## src/rtl/dmem_pkg.sv

```systemverilog
// Shared encodings and helpers for the data-memory responder and the MEM/WB path.
package dmem_pkg;

    localparam int unsigned ADDR_W = 64;
    localparam int unsigned DATA_W = 64;

    // Access size: number of bytes is 1 << size
    typedef enum logic [1:0] {
        SZ_B = 2'd0,
        SZ_H = 2'd1,
        SZ_W = 2'd2,
        SZ_D = 2'd3
    } size_e;

    // Responder FSM states
    typedef enum logic [1:0] {
        ST_IDLE = 2'd0,
        ST_WAIT = 2'd1,
        ST_RESP = 2'd2
    } state_e;

    // Number of bytes touched by an access of the given size (1..8)
    function automatic logic [3:0] size_bytes(input size_e sz);
        return 4'd1 << sz;
    endfunction

endpackage

```

## src/rtl/load_extend.sv

```systemverilog
// Sign/zero extension of a little-endian load to 64 bits; purely combinational.
module load_extend
    import dmem_pkg::*;
(
    input  size_e              size,
    input  logic               is_signed,
    input  logic [DATA_W-1:0]  raw,
    output logic [DATA_W-1:0]  ext_data_c
);

    // Select the low bytes of raw and fill the upper bits with sign or zero
    always_comb begin
        ext_data_c = raw;
        case (size)
            SZ_B:    ext_data_c = is_signed ? {{56{raw[7]}},  raw[7:0]}  : {56'd0, raw[7:0]};
            SZ_H:    ext_data_c = is_signed ? {{48{raw[15]}}, raw[15:0]} : {48'd0, raw[15:0]};
            SZ_W:    ext_data_c = is_signed ? {{32{raw[31]}}, raw[31:0]} : {32'd0, raw[31:0]};
            default: ext_data_c = raw;
        endcase
    end

endmodule

```

## src/rtl/dmem_responder.sv

```systemverilog
// Data-memory responder: accepts one request, waits LATENCY edges, commits, pulses resp_valid.
module dmem_responder
    import dmem_pkg::*;
#(
    parameter int unsigned DEPTH_BYTES = 64,
    parameter int unsigned LATENCY     = 2
) (
    input  logic               clk,
    input  logic               reset,
    input  logic               req_valid,
    output logic               req_ready,
    input  logic               req_write,
    input  logic [1:0]         req_size,
    input  logic               req_signed,
    input  logic [ADDR_W-1:0]  req_addr,
    input  logic [DATA_W-1:0]  req_wdata,
    output logic               resp_valid,
    output logic [DATA_W-1:0]  resp_rdata,
    output logic               resp_err
);

    localparam int unsigned AW  = $clog2(DEPTH_BYTES);
    localparam int unsigned AW1 = AW + 1;
    localparam int unsigned CW  = (LATENCY > 1) ? $clog2(LATENCY) : 1;

    // Reject parameter values the datapath cannot support
    if (LATENCY < 1) begin : g_bad_latency
        $error("dmem_responder: LATENCY must be at least 1");
    end
    if (DEPTH_BYTES < 8) begin : g_bad_depth
        $error("dmem_responder: DEPTH_BYTES must be at least 8");
    end

    state_e             state_q, state_d;
    logic [CW-1:0]      cnt_q, cnt_d;

    logic               write_q;
    size_e              size_q;
    logic               signed_q;
    logic [AW-1:0]      addr_q;
    logic [DATA_W-1:0]  wdata_q;
    logic               err_q;

    logic [7:0]         mem [0:DEPTH_BYTES-1];

    logic               accept_c;
    logic               commit_c;
    logic [3:0]         req_nbytes_c;
    logic               misalign_c;
    logic [ADDR_W:0]    req_end_c;
    logic               req_err_c;
    logic [3:0]         nbytes_q;
    logic [DATA_W-1:0]  raw_c;
    logic [DATA_W-1:0]  ext_c;

    assign accept_c = (state_q == ST_IDLE) && req_valid;
    assign commit_c = (state_q == ST_WAIT) && (cnt_q == '0);

    // Error check on the incoming request; end address kept 65 bits wide so it cannot wrap
    assign req_nbytes_c = size_bytes(size_e'(req_size));
    assign misalign_c   = (req_addr & ADDR_W'(req_nbytes_c - 4'd1)) != '0;
    assign req_end_c    = {1'b0, req_addr} + (ADDR_W + 1)'(req_nbytes_c);
    assign req_err_c    = misalign_c || (req_end_c > (ADDR_W + 1)'(DEPTH_BYTES));

    assign nbytes_q = size_bytes(size_q);

    // State and wait counter registers
    always_ff @(posedge clk or posedge reset) begin
        if (reset) begin
            state_q <= ST_IDLE;
            cnt_q   <= '0;
        end else begin
            state_q <= state_d;
            cnt_q   <= cnt_d;
        end
    end

    // Next-state logic: IDLE -> WAIT on accept, count down, one RESP cycle, back to IDLE
    always_comb begin
        state_d = state_q;
        cnt_d   = cnt_q;
        unique case (state_q)
            ST_IDLE: begin
                if (req_valid) begin
                    state_d = ST_WAIT;
                    cnt_d   = CW'(LATENCY - 1);
                end
            end
            ST_WAIT: begin
                if (cnt_q == '0) begin
                    state_d = ST_RESP;
                end else begin
                    cnt_d = cnt_q - CW'(1);
                end
            end
            ST_RESP: state_d = ST_IDLE;
            default: state_d = ST_IDLE;
        endcase
    end

    // Capture the request on accept; the core holds it but we do not rely on that
    always_ff @(posedge clk or posedge reset) begin
        if (reset) begin
            write_q  <= 1'b0;
            size_q   <= SZ_B;
            signed_q <= 1'b0;
            addr_q   <= '0;
            wdata_q  <= '0;
            err_q    <= 1'b0;
        end else if (accept_c) begin
            write_q  <= req_write;
            size_q   <= size_e'(req_size);
            signed_q <= req_signed;
            addr_q   <= req_addr[AW-1:0];
            wdata_q  <= req_wdata;
            err_q    <= req_err_c;
        end
    end

    // Gather the addressed bytes little-endian; lanes past the access size read as zero
    always_comb begin
        raw_c = '0;
        for (int i = 0; i < 8; i++) begin
            if ((4'(i) < nbytes_q) && ((32'(addr_q) + 32'(i)) < DEPTH_BYTES)) begin
                raw_c[8*i +: 8] = mem[AW'(32'(addr_q) + 32'(i))];
            end
        end
    end

    load_extend u_load_extend (
        .size       (size_q),
        .is_signed  (signed_q),
        .raw        (raw_c),
        .ext_data_c (ext_c)
    );

    // One register per array byte; a store writes the lane whose offset falls in the access
    for (genvar b = 0; b < DEPTH_BYTES; b++) begin : g_byte
        logic [AW1-1:0] off_c;
        logic           we_c;

        assign off_c = AW1'(b) - {1'b0, addr_q};
        assign we_c  = commit_c && write_q && !err_q
                       && (AW1'(b) >= {1'b0, addr_q})
                       && (off_c < AW1'(nbytes_q));

        // Byte storage, cleared by reset so an aborted store never lands
        always_ff @(posedge clk or posedge reset) begin
            if (reset) begin
                mem[b] <= 8'd0;
            end else if (we_c) begin
                mem[b] <= wdata_q[{off_c[2:0], 3'b000} +: 8];
            end
        end
    end

    // Registered handshake and response; data/err held until the next commit
    always_ff @(posedge clk or posedge reset) begin
        if (reset) begin
            req_ready  <= 1'b1;
            resp_valid <= 1'b0;
            resp_rdata <= '0;
            resp_err   <= 1'b0;
        end else begin
            req_ready  <= (state_d == ST_IDLE);
            resp_valid <= (state_d == ST_RESP);
            if (commit_c) begin
                resp_err   <= err_q;
                resp_rdata <= (write_q || err_q) ? '0 : ext_c;
            end
        end
    end

endmodule

```

## config.mk

```make
export PLATFORM = sky130hd
export DESIGN_NAME = dmem_responder
export DESIGN_NICKNAME = d
export VERILOG_FILES = /design/src/rtl/dmem_pkg.sv /design/src/rtl/load_extend.sv /design/src/rtl/dmem_responder.sv
export SDC_FILE = /design/constraint.sdc
export NUM_CORES = 2
export LEC_CHECK = 0
export ABC_CLOCK_PERIOD_IN_PS = 55800
export BUFFER_PORTS_ARGS = -buffer_cell sky130_fd_sc_hd__clkbuf_2
export CORE_MARGIN = 1.5
export CORE_UTILIZATION = 40
export CTS_CLUSTER_SIZE = 40
export DETAILED_ROUTE_END_ITERATION = 6
export PLACE_DENSITY = 0.63
export RECOVER_POWER = 25
export SYNTH_ARGS = -nofsm -noshare
export SYNTH_HDL_FRONTEND = slang
export SYNTH_SLANG_ARGS = --single-unit
```

## constraint.sdc

```tcl
create_clock -name clk -period 55.8 [get_ports clk]
set_input_delay 5.58 -clock clk [delete_from_list [all_inputs] [get_ports clk]]
set_output_delay 5.58 -clock clk [all_outputs]
set_load 0.02 [all_outputs]
```

==> run_results.csv <==
group,metric,value,unit
sta,min_period_over_period,27.6,%
clock_tree,clk_path_buf_depth,3,
clock_tree,cts_resized,0,
detailed_routing,drt_wl_total,234000,um
hold_path,min_path_type,"reg -> reg",
synthesis,async_flop_share,100,%
final_layout,nets,4348,
detailed_routing,drt_iter0_markers,7305,
synthesis,yosysMostFrequentCell,"mux4_2",
detailed_routing,final_antenna_net_count,0,
global_route,grt_pass1_vias,42308,
synthesis,avgSynthCellArea,12.7,um^2
global_route,grt_pass1_wl,326000,um
floorplan,die_w,363,um
detailed_routing,vias_per_cell,7.52,
global_route,antenna_found_initial,15,
sta,setup_viol,0,
synthesis,yosys.area.top_type,"mux4_2",
setup_path,start_kind,"register",
clock_tree,htree_num_levels,3,
synthesis,synthTopCellsByCount,"846 x mux4_2, 656 x dfrtp_1, 343 x nor2_1",
floorplan,dieArea,132000,um^2
setup_path,path_delay_family,"buffers and inverters",
power_and_ir_drop,peakVddDrop,0.0456,mV
setup_path,reg2reg_from,"addr_q[2]$_DFFE_PP0P_",
final_layout,area_growth,10.8,%
floorplan,start_util,40.4,%
synthesis,syn_inst,4089,
job,drv_cap,55,
detailed_routing,via_count,44728,
clock_tree,cts_buffers,77,
floorplan,rows,131,
clock_tree,clk_latency,0.71,ns
sta,post-route-min-period,15.39,ns
sta,slew_headroom,-199,%
detailed_routing,firstDrtPassIters,7,
setup_path,path_cells,"clkbuf_1 -> clkinvlp_2 -> clkbuf_1 -> ha_1 -> xnor2_1 -> clkbuf_1 -> ha_1 -> a21o_1 -> nor2_1 -> clkbuf_1 -> mux2_2",
global_route,grtUsageTotal,35.3,%
synthesis,ys_ff_latch,657,
synthesis,synth-edff-count,0,
synthesis,ys_seq_area_share,31.8,%
floorplan,boundaryPins,202,
sta,tightest_slew,4.49,ns
setup_path,path_buf_inv,5,
synthesis,ys_top_cells_by_area,"mux4_2 37%, dfrtp_1 32%, mux2_2 7.0%",
power_and_ir_drop,power_density,57.6,nW/um^2
setup_path,endpoint_kind,"register",
setup_path,regToRegSetupSlack,40.41,ns
run_status,violations,"design-rule violations, max-capacitance violations, max-slew violations",
place,place.gp.congestion,1.03,
setup_path,cp_slowest_stage_delay,3.19,ns
synthesis,synth.net_count,4292,
sta,final-hold-violation-count,0,
clock_tree,clock-sinks,657,
power_and_ir_drop,p_leak,22.9,nW
sta,fin_skew,0.0448,ns
detailed_routing,wl_per_cell,39.4,um
hold_path,holdPathStages,2,
place,hpwlAfterDp,156000,um
power_and_ir_drop,power.total,3.30,mW
global_route,overflow,0,
setup_path,rr_worst_depth,11,
final_layout,nFillCells,11612,
setup_path,critical-path-slowest-cell,"clkbuf_1",
final_layout,drive_above_1_share,39.3,%
sta,rsz0062_at_grt,"false",
setup_path,crit_type,"reg -> reg",
clock_tree,path_clk_slew,0.06,ns
global_route,grt_max_degree,151,
floorplan,core_area,128000,um^2
setup_path,crit_fanout,38,
hold_path,min_to,"resp_rdata[31]$_DFFE_PP0P_",
clock_tree,cts_root_buf,"clkbuf_16",
setup_path,critPathRequiredTime,56.37,ns
synthesis,yosysUniqueCellTypes,74,
clock_tree,cts_tree,"done",
clock_tree,postCtsHoldBufs,0,
sta,final-max-slew-violation-count,993,
clock_tree,postCtsSetupBuffers,0,
synthesis,yosysWarningCount,0,
setup_path,cp.arrival,15.95,ns
floorplan,die_h,363,um
place,io_buffer_count,201,
synthesis,synth.top_cell.area_share,36.8,%
detailed_routing,post-route-drc-count,1,
setup_path,cp_common_cell,"clkbuf_1",
sta,max_freq,0.0650,GHz
setup_path,reg2reg_to,"mem[497]$_DFFE_PP0P_",
synthesis,synth_ff_type,"dfrtp_1",
sta,setup_tns,0,ns
hold_path,min-delay-start,"resp_rdata[31]$_DFFE_PP0P_",
synthesis,netlist_area,51800,um^2
run_status,status,"finished with violations",
[cell type report]
cell class                 instances  area, um^2  share of cell area, %
multi-input combinational       3036       33900                   59.2
sequential                       657       16500                   28.7
clock buffer                     102        2200                   3.84
tap                             1729        2160                   3.77
timing repair buffer             322        1820                   3.17
clock inverter                    40         541                  0.942
inverter                          51         203                  0.353
antenna                           10        25.0                 0.0436
[layer usage]
layer	vias to the layer above	track usage, %	wire length, um
met5	-	2.11	609
met4	30	24.1	20300
met3	1070	22.6	44500
met2	4132	45.8	90800
met1	22712	42.0	78200
li1	16784	-	-
[worst max path at each step]
stage                                from                     to  slack (ns)  cells after the start
global placement              req_size[1]      err_q$_DFFE_PP0P_       46.27                     13
floorplan                           reset  addr_q[0]$_DFFE_PP0P_       31.81                      1
CTS                           req_size[1]      err_q$_DFFE_PP0P_       46.93                     13
global route        addr_q[2]$_DFFE_PP0P_   mem[117]$_DFFE_PP0P_       41.68                     12
finish              addr_q[2]$_DFFE_PP0P_   mem[497]$_DFFE_PP0P_       40.41                     11
detailed placement            req_size[1]      err_q$_DFFE_PP0P_       46.24                     13
[cell families after synthesis]
logic type | after synthesis | synth area share [%]
mux | 1239 | 45.2
simple gates | 995 | 8.66
compound gates | 670 | 8.49
flops | 657 | 31.8
buf+inv | 396 | 3.14
fa+ha+maj | 68 | 1.66
xor+xnor | 64 | 1.08
[registers in the layout (all words and copies together), names as in the netlist, 2 cells and up]
signal	cells
mem	512
resp_rdata	64
wdata_q	64
addr_q	6
size_q	2
state_q	2
[cell usage in the layout, fill, tap and decap left out, types with 65 or more instances in the layout]
cell / n
mux4_2: 846
ha_1: 65
mux2_2: 324
a31oi_1: 229
o21ai_0: 89
a21oi_1: 126
mux2i_1: 69
dfrtp_1: 651
nand3_1: 68
buf_4: 74
clkbuf_2: 200
clkbuf_16: 77
nor2_1: 337
nand2_1: 341
[per-stage QoR]
step | instances | cell area [um^2] | hold WS, ns | worst slack, ns | util (%)
finish | 5947 | 57400 | 0.464 | 40.41 | 44.8
global route | 5938 | 57300 | 0.497 | 41.68 | 44.8
CTS | 5937 | 57600 | 0.472 | 46.93 | 45.0
detailed placement | 5795 | 54900 | 0.460 | 46.24 | 42.9
global placement | 5795 | 54900 | 0.453 | 46.27 | 42.9
floorplan | 4089 | 51800 | 0.471 | 31.81 | -
[worst min-delay path, delay by kind of cell, from the launching register on]
kind / cells / cell delay (ns)
AND/OR/NAND/NOR: 2 / 0.10
flip-flops: 1 / 0.34
[power by group]
group	internal [mW]	switching, mW
clock network	0.327	0.233
registers	0.515	0.0591
logic	0.655	1.51
Power figures use the tool's default switching activity.
